**src/rtl/fifo_rd_stream_pkg.sv**
```systemverilog
// Shared definitions for the FIFO read-side streamer and the FIFO it drains.
package fifo_rd_stream_pkg;

  // Geometry of the team's synchronous FIFO.
  localparam int FIFO_DATA_W   = 16;
  localparam int FIFO_DEPTH    = 8;
  localparam int max_fifo_addr = $clog2(FIFO_DEPTH);

  // Output skid buffer holds exactly two words.
  localparam int SKID_DEPTH = 2;

  typedef enum logic [1:0] {
    IDLE = 2'd0,
    RUN  = 2'd1,
    STOP = 2'd2
  } rd_state_e;

endpackage

```
**src/rtl/fifo_rd_stream_rd_skid_buf.sv**
```systemverilog
// Two-entry register buffer between the FIFO read port and the output stream.
// The head entry is presented on head_data. Once the buffer drains, head_data
// keeps showing the last popped word rather than whatever stale entry the head
// pointer lands on.
module fifo_rd_stream_rd_skid_buf #(
  parameter int WIDTH = 16
) (
  input  logic             clk,
  input  logic             rst_n,
  input  logic             wr,
  input  logic [WIDTH-1:0] wr_data,
  input  logic             pop,
  output logic [1:0]       occupancy,
  output logic [WIDTH-1:0] head_data
);

  logic [WIDTH-1:0] mem [2];
  logic             head_ptr;
  logic             tail_ptr;
  logic [WIDTH-1:0] last_q;
  logic             pop_ok;
  logic             wr_ok;

  // A pop of an empty buffer is ignored.
  // A write into a full buffer only proceeds if a pop frees a slot in the same cycle.
  assign pop_ok = pop && (occupancy != 2'd0);
  assign wr_ok  = wr && ((occupancy != 2'd2) || pop_ok);

  // Pointer, occupancy and last-popped-word tracking.
  always_ff @(posedge clk or negedge rst_n) begin
    if (!rst_n) begin
      head_ptr  <= 1'b0;
      tail_ptr  <= 1'b0;
      occupancy <= 2'd0;
      last_q    <= '0;
    end else begin
      if (wr_ok) tail_ptr <= ~tail_ptr;
      if (pop_ok) begin
        head_ptr <= ~head_ptr;
        last_q   <= mem[head_ptr];
      end
      case ({wr_ok, pop_ok})
        2'b10:   occupancy <= occupancy + 2'd1;
        2'b01:   occupancy <= occupancy - 2'd1;
        default: occupancy <= occupancy;
      endcase
    end
  end

  // Storage write at the tail slot.
  always_ff @(posedge clk or negedge rst_n) begin
    if (!rst_n) begin
      mem[0] <= '0;
      mem[1] <= '0;
    end else if (wr_ok) begin
      mem[tail_ptr] <= wr_data;
    end
  end

  assign head_data = (occupancy != 2'd0) ? mem[head_ptr] : last_q;

endmodule

```
**src/rtl/fifo_rd_stream.sv**
```systemverilog
// Read-side consumer of the synchronous FIFO. Reads are issued against a
// credit count that covers buffered words plus the one read in flight. The
// FIFO has a one-cycle read latency, so the skid buffer can never overflow.
//
// state | meaning
// IDLE  | no reads issued; waiting for en
// RUN   | streaming; reads issued while credit is available
// STOP  | en dropped; no new reads, finishing in-flight and buffered words
module fifo_rd_stream
  import fifo_rd_stream_pkg::*;
#(
  parameter int FIFO_WIDTH = FIFO_DATA_W,
  parameter int BUF_DEPTH  = SKID_DEPTH,
  parameter int CNT_W      = 16
) (
  input  logic                  clk,
  input  logic                  rst_n,
  input  logic                  en,
  input  logic                  fifo_empty,
  input  logic                  fifo_underflow,
  input  logic [FIFO_WIDTH-1:0] fifo_data_out,
  output logic                  fifo_rd_en,
  output logic                  m_valid,
  input  logic                  m_ready,
  output logic [FIFO_WIDTH-1:0] m_data,
  output logic                  busy,
  output logic [CNT_W-1:0]      rd_count,
  output logic                  underflow_err
);

  rd_state_e   state;
  rd_state_e   state_nxt;
  logic        inflight;
  logic [1:0]  occupancy;
  logic        pop;
  logic [2:0]  credit_used;
  logic        credit_ok;

  assign m_valid = (occupancy != 2'd0);
  assign pop     = m_valid && m_ready;

  // Slots committed after this cycle: buffered + in flight - leaving now.
  // pop implies occupancy >= 1, so the result never goes negative.
  assign credit_used = {1'b0, occupancy} + {2'b00, inflight} - {2'b00, pop};
  assign credit_ok   = (credit_used < 3'(BUF_DEPTH));

  // State register.
  always_ff @(posedge clk or negedge rst_n) begin
    if (!rst_n) state <= IDLE;
    else        state <= state_nxt;
  end

  // Next-state, read issue and busy decode.
  always_comb begin
    state_nxt  = state;
    fifo_rd_en = 1'b0;
    busy       = (state != IDLE);
    case (state)
      IDLE: begin
        if (en) state_nxt = RUN;
      end
      RUN: begin
        fifo_rd_en = !fifo_empty && credit_ok;
        if (!en) state_nxt = STOP;
      end
      STOP: begin
        if (en)                                    state_nxt = RUN;
        else if (!inflight && (occupancy == 2'd0)) state_nxt = IDLE;
      end
      default: state_nxt = IDLE;
    endcase
  end

  // Tracks the single outstanding read; cleared by reset so a stale return is dropped.
  always_ff @(posedge clk or negedge rst_n) begin
    if (!rst_n) inflight <= 1'b0;
    else        inflight <= fifo_rd_en;
  end

  // Delivered-word counter, wraps naturally.
  always_ff @(posedge clk or negedge rst_n) begin
    if (!rst_n)   rd_count <= '0;
    else if (pop) rd_count <= rd_count + CNT_W'(1);
  end

  // Sticky underflow flag; operation continues regardless.
  always_ff @(posedge clk or negedge rst_n) begin
    if (!rst_n)              underflow_err <= 1'b0;
    else if (fifo_underflow) underflow_err <= 1'b1;
  end

  fifo_rd_stream_rd_skid_buf #(
    .WIDTH (FIFO_WIDTH)
  ) u_skid (
    .clk       (clk),
    .rst_n     (rst_n),
    .wr        (inflight),
    .wr_data   (fifo_data_out),
    .pop       (pop),
    .occupancy (occupancy),
    .head_data (m_data)
  );

endmodule

```
**config.mk**
```make
export PLATFORM = sky130hd
export DESIGN_NAME = fifo_rd_stream
export DESIGN_NICKNAME = d
export VERILOG_FILES = /design/src/rtl/fifo_rd_stream_pkg.sv /design/src/rtl/fifo_rd_stream_rd_skid_buf.sv /design/src/rtl/fifo_rd_stream.sv
export SDC_FILE = /design/constraint.sdc
export NUM_CORES = 1
export LEC_CHECK = 0
export CAP_MARGIN = 10
export CORE_UTILIZATION = 45
export DETAILED_ROUTE_END_ITERATION = 7
export PLACE_DENSITY = 0.73
export SYNTH_ARGS = -nofsm -noshare
export SYNTH_HDL_FRONTEND = slang
export SYNTH_HIERARCHICAL = 1
export SYNTH_SLANG_ARGS = --single-unit
```
**constraint.sdc**
```tcl
create_clock -name clk -period 2.5 [get_ports clk]
set_input_delay 0.5 -clock clk [delete_from_list [all_inputs] [get_ports clk]]
set_output_delay 0.5 -clock clk [all_outputs]
set_load 0.02 [all_outputs]
```
==> impl_metrics.py <==
metrics = {
    "sta": {
        "tightest_slew_ps": 541,
        "finalMaxSlewViolations": 0,
        "timing.final.ws_setup_ps": -239,
        "slew_headroom_pct": 63.9,
        "min_period_ps": 2740,
        "period_share_pct": 110,
        "setup_tns_ps": -239,
        "setup_violations": 1,
        "rsz0062_at_grt": "true",
        "maxClockFrequency_mhz": 365,
        "hold_violations": 0,
        "skew_ps": 6.75,
    },
    "route": {
        "antenna_left": 0,
        "wl_per_cell_um": 13.5,
        "drc": 0,
        "first_pass_iters": 4,
        "drtIter0Drc": 89,
        "vias": 2155,
        "viasPerCell": 4.93,
        "wl_um": 5910,
    },
    "clock_tree": {
        "clkTransAtPathRegs_ps": 70,
        "cts.path.max_buffers": 2,
        "cts_setup_buffers": 0,
        "clk_root_buffer_cell": "clkbuf_8",
        "ctsHoldBuffers": 0,
        "clock_latency_ps": 340,
        "cts-htree-levels": 3,
        "cts_tree": "yes",
        "cts_sinks": 72,
        "cts_inserted_buffers": 9,
    },
    "yosys": {
        "ys_warn_count": 6,
        "yosysSeqAreaShare_pct": 55.0,
        "syn_area_per_cell_um2": 12.2,
        "synthArstFlopShare_pct": 100,
        "synth-seq-cells": 72,
        "syn_nets": 294,
        "netlist_instances": 268,
        "synth-edff-count": 0,
        "synth_top_family_by_area": "multiplexers",
        "syn_area_um2": 3270,
        "synth-compound-area-share_pct": 6.08,
        "synth-adder-area-share_pct": 1.76,
        "synth-xor-area-share_pct": 5.62,
        "synth_mux_area_share_pct": 17.0,
        "synth_ff_type": "dfrtp_1",
        "ys_types": 37,
        "synth-simple-area-share_pct": 11.9,
    },
    "global_route": {
        "antenna_found_initial": 0,
        "grt_max_degree": 43,
        "grtUsageTotal_pct": 16.8,
        "grt_pass1_wl_um": 9690,
        "grt_pass1_vias": 2105,
        "grt_overflow": 0,
    },
    "placement": {
        "io_buffers": 57,
        "gp_congestion": 0.696,
        "place_area_um2": 4070,
        "place_ws_ps": -972,
        "dp_hpwl_um": 4010,
    },
    "setup_path": {
        "r2r_end": "u_skid/occupancy[1]",
        "setup.worst_path.class": "reg2out",
        "cp_max_fo": 2,
        "end_kind": "primary output",
        "r2r_slack_ps": 550,
        "crit_chain": "o21ai_4 > inv_2 > ha_4 > nand2b_4 > fa_2 > xor2_2 > nor4b_4 > buf_4",
        "arrival_ps": 2240,
        "required_ps": 2000,
        "slowest_delay_ps": 430,
        "cp-startpoint": "u_skid/occupancy[1]",
        "reg2regPathDepth": 8,
        "cp_slowest_cell": "dfrtp_2",
        "start_kind": "flip-flop",
        "reg2reg_from": "u_skid/occupancy[1]",
    },
    "outcome": {
        "violations": "negative setup slack",
        "outcome": "finished, violations left",
    },
    "cells_and_area": {
        "fin_area_um2": 4210,
        "antennaDiodeCount": 0,
        "drive_above_1_share_pct": 25.2,
        "fillers": 597,
        "nNetsFinal": 362,
        "area_growth_pct": 28.6,
    },
    "floorplan": {
        "die_x_um": 87.3,
        "initial_utilization_pct": 47.4,
        "coreArea_um2": 6910,
        "die_area_um2": 7620,
        "rows": 30,
        "die-height_um": 87.3,
        "pin_count": 58,
    },
    "pwr": {
        "internal_power_w": 0.00323,
        "switchingPower_w": 0.00204,
        "p_per_area_nw_per_um2": 1250,
        "ir_drop_mv": 0.784,
        "swShare_pct": 38.7,
        "power.leakage_nw": 1.88,
        "total_power_w": 0.00527,
        "power_frac_comb_pct": 48.5,
        "p_clk_share_pct": 15.1,
        "pwr-share-seq_pct": 36.4,
    },
    "flow_run": {
        "drv_cap": 0,
    },
    "hold_path": {
        "hp-class": "in2async",
    },
}
routing by layer:
layer | track usage, % | vias up | routed length, µm
li1 | - | 1053 | -
met1 | 21.4 | 1041 | 2800
met2 | 27.1 | 55 | 2730
met3 | 5.69 | 6 | 317
met4 | 4.92 | 0 | 58
met5 | 0 | - | 0
worst max-delay path by stage:
stage,end,cells past startpoint
floorplan,fifo_rd_en,7
global placement,fifo_rd_en,9
detailed placement,fifo_rd_en,9
CTS,fifo_rd_en,8
global route,fifo_rd_en,8
finish,fifo_rd_en,8
synthesized netlist by cell type, drive strengths merged, types with 4 or more instances:
cell type	instances	share of area (%)
nor2	20	2.5
nand4	4	0.96
nand2	25	2.9
mux2	32	12
nand3	5	0.76
buf	7	1.7
or2	4	0.76
mux2i	16	4.9
a21oi	17	2.6
xnor2	14	3.7
clkbuf	4	0.46
o21ai	19	3.0
dfrtp	72	55
xor2	7	1.9
logic make-up (layout without fill, tap and decap cells):
family	count (synthesis)	in the layout
compound gates	38	38
mux	48	48
simple gates	71	71
buf+inv	14	87
fa+ha+maj	4	4
xor+xnor	21	21
flops	72	72
critical path: cells and delay by family (launching register included):
family / cells / cell delay [ps]
buffers and inverters: 2 / 240
XOR/XNOR: 1 / 160
flip-flops: 1 / 430
AO/OA/AOI/OAI: 1 / 160
AND/OR/NAND/NOR: 2 / 350
adder cells (fa/ha/maj): 2 / 560
state kept, by name (all words and copies together) (netlist names), 2 cells and up:
register / cells
rd_count: 16
state: 2
u_skid/last_q: 16
u_skid/mem: 32
u_skid/occupancy: 2
stage by stage:
stage / hold slack (ps) / instances / utilization, %
6_report: 140 / 437 / 60.9
5_1_grt: 166 / 437 / 60.9
4_1_cts: 152 / 437 / 61.1
3_5_place_dp: 454 / 421 / 58.9
3_3_place_gp: 455 / 421 / 58.9
2_1_floorplan: 204 / 268 / -
layout make-up:
type                    count  area, µm²  area share (%)
flip-flops and latches     72       1800            42.9
multi-input cells         182       1450            34.3
repair buffers             68        653            15.5
clock buffers              11        141            3.36
well taps                  96        120            2.85
clock inverters             5       32.5           0.773
inverters                   3       11.3           0.268
placed cells by master, fill, tap and decap left out, types with 2 or more instances in the layout:
cell and instances:
nand2b_1 2, clkdlybuf4s15_1 6, nor2_1 19, dfrtp_1 70, clkbuf_2 5, nor3b_4 2
mux2_4 10, nand4_1 3, dlygate4sd2_1 6, xnor2_1 14, clkinv_2 2, ha_1 2
nand2_1 25, mux2_2 21, nand3_1 5, inv_1 2, clkinvlp_4 3, buf_12 3
mux2i_1 16, clkdlybuf4s50_1 38, dfrtp_2 2, buf_4 10, a21oi_1 17, o21ai_0 17
or2_2 4, clkbuf_8 10, xor2_1 6
what timing repair did:
item / CTS / global route
setup endpoints to repair: 17 / 12
resized for setup: 22 / 16
cloned: 0 / 0
hold endpoints to repair: 0 / 0
pin swaps: 3 / 0
power groups by stage:
stage                     registers [W]  clock network (W)  logic [W]
after floorplan                 0.00196                  0    0.00169
after global placement          0.00192                  0    0.00271
after detailed placement        0.00194                  0    0.00276
after CTS                       0.00192           0.000831    0.00258
after global routing            0.00198           0.000881    0.00277
final                           0.00192           0.000795    0.00255
Power figures use the tool's default switching activity.
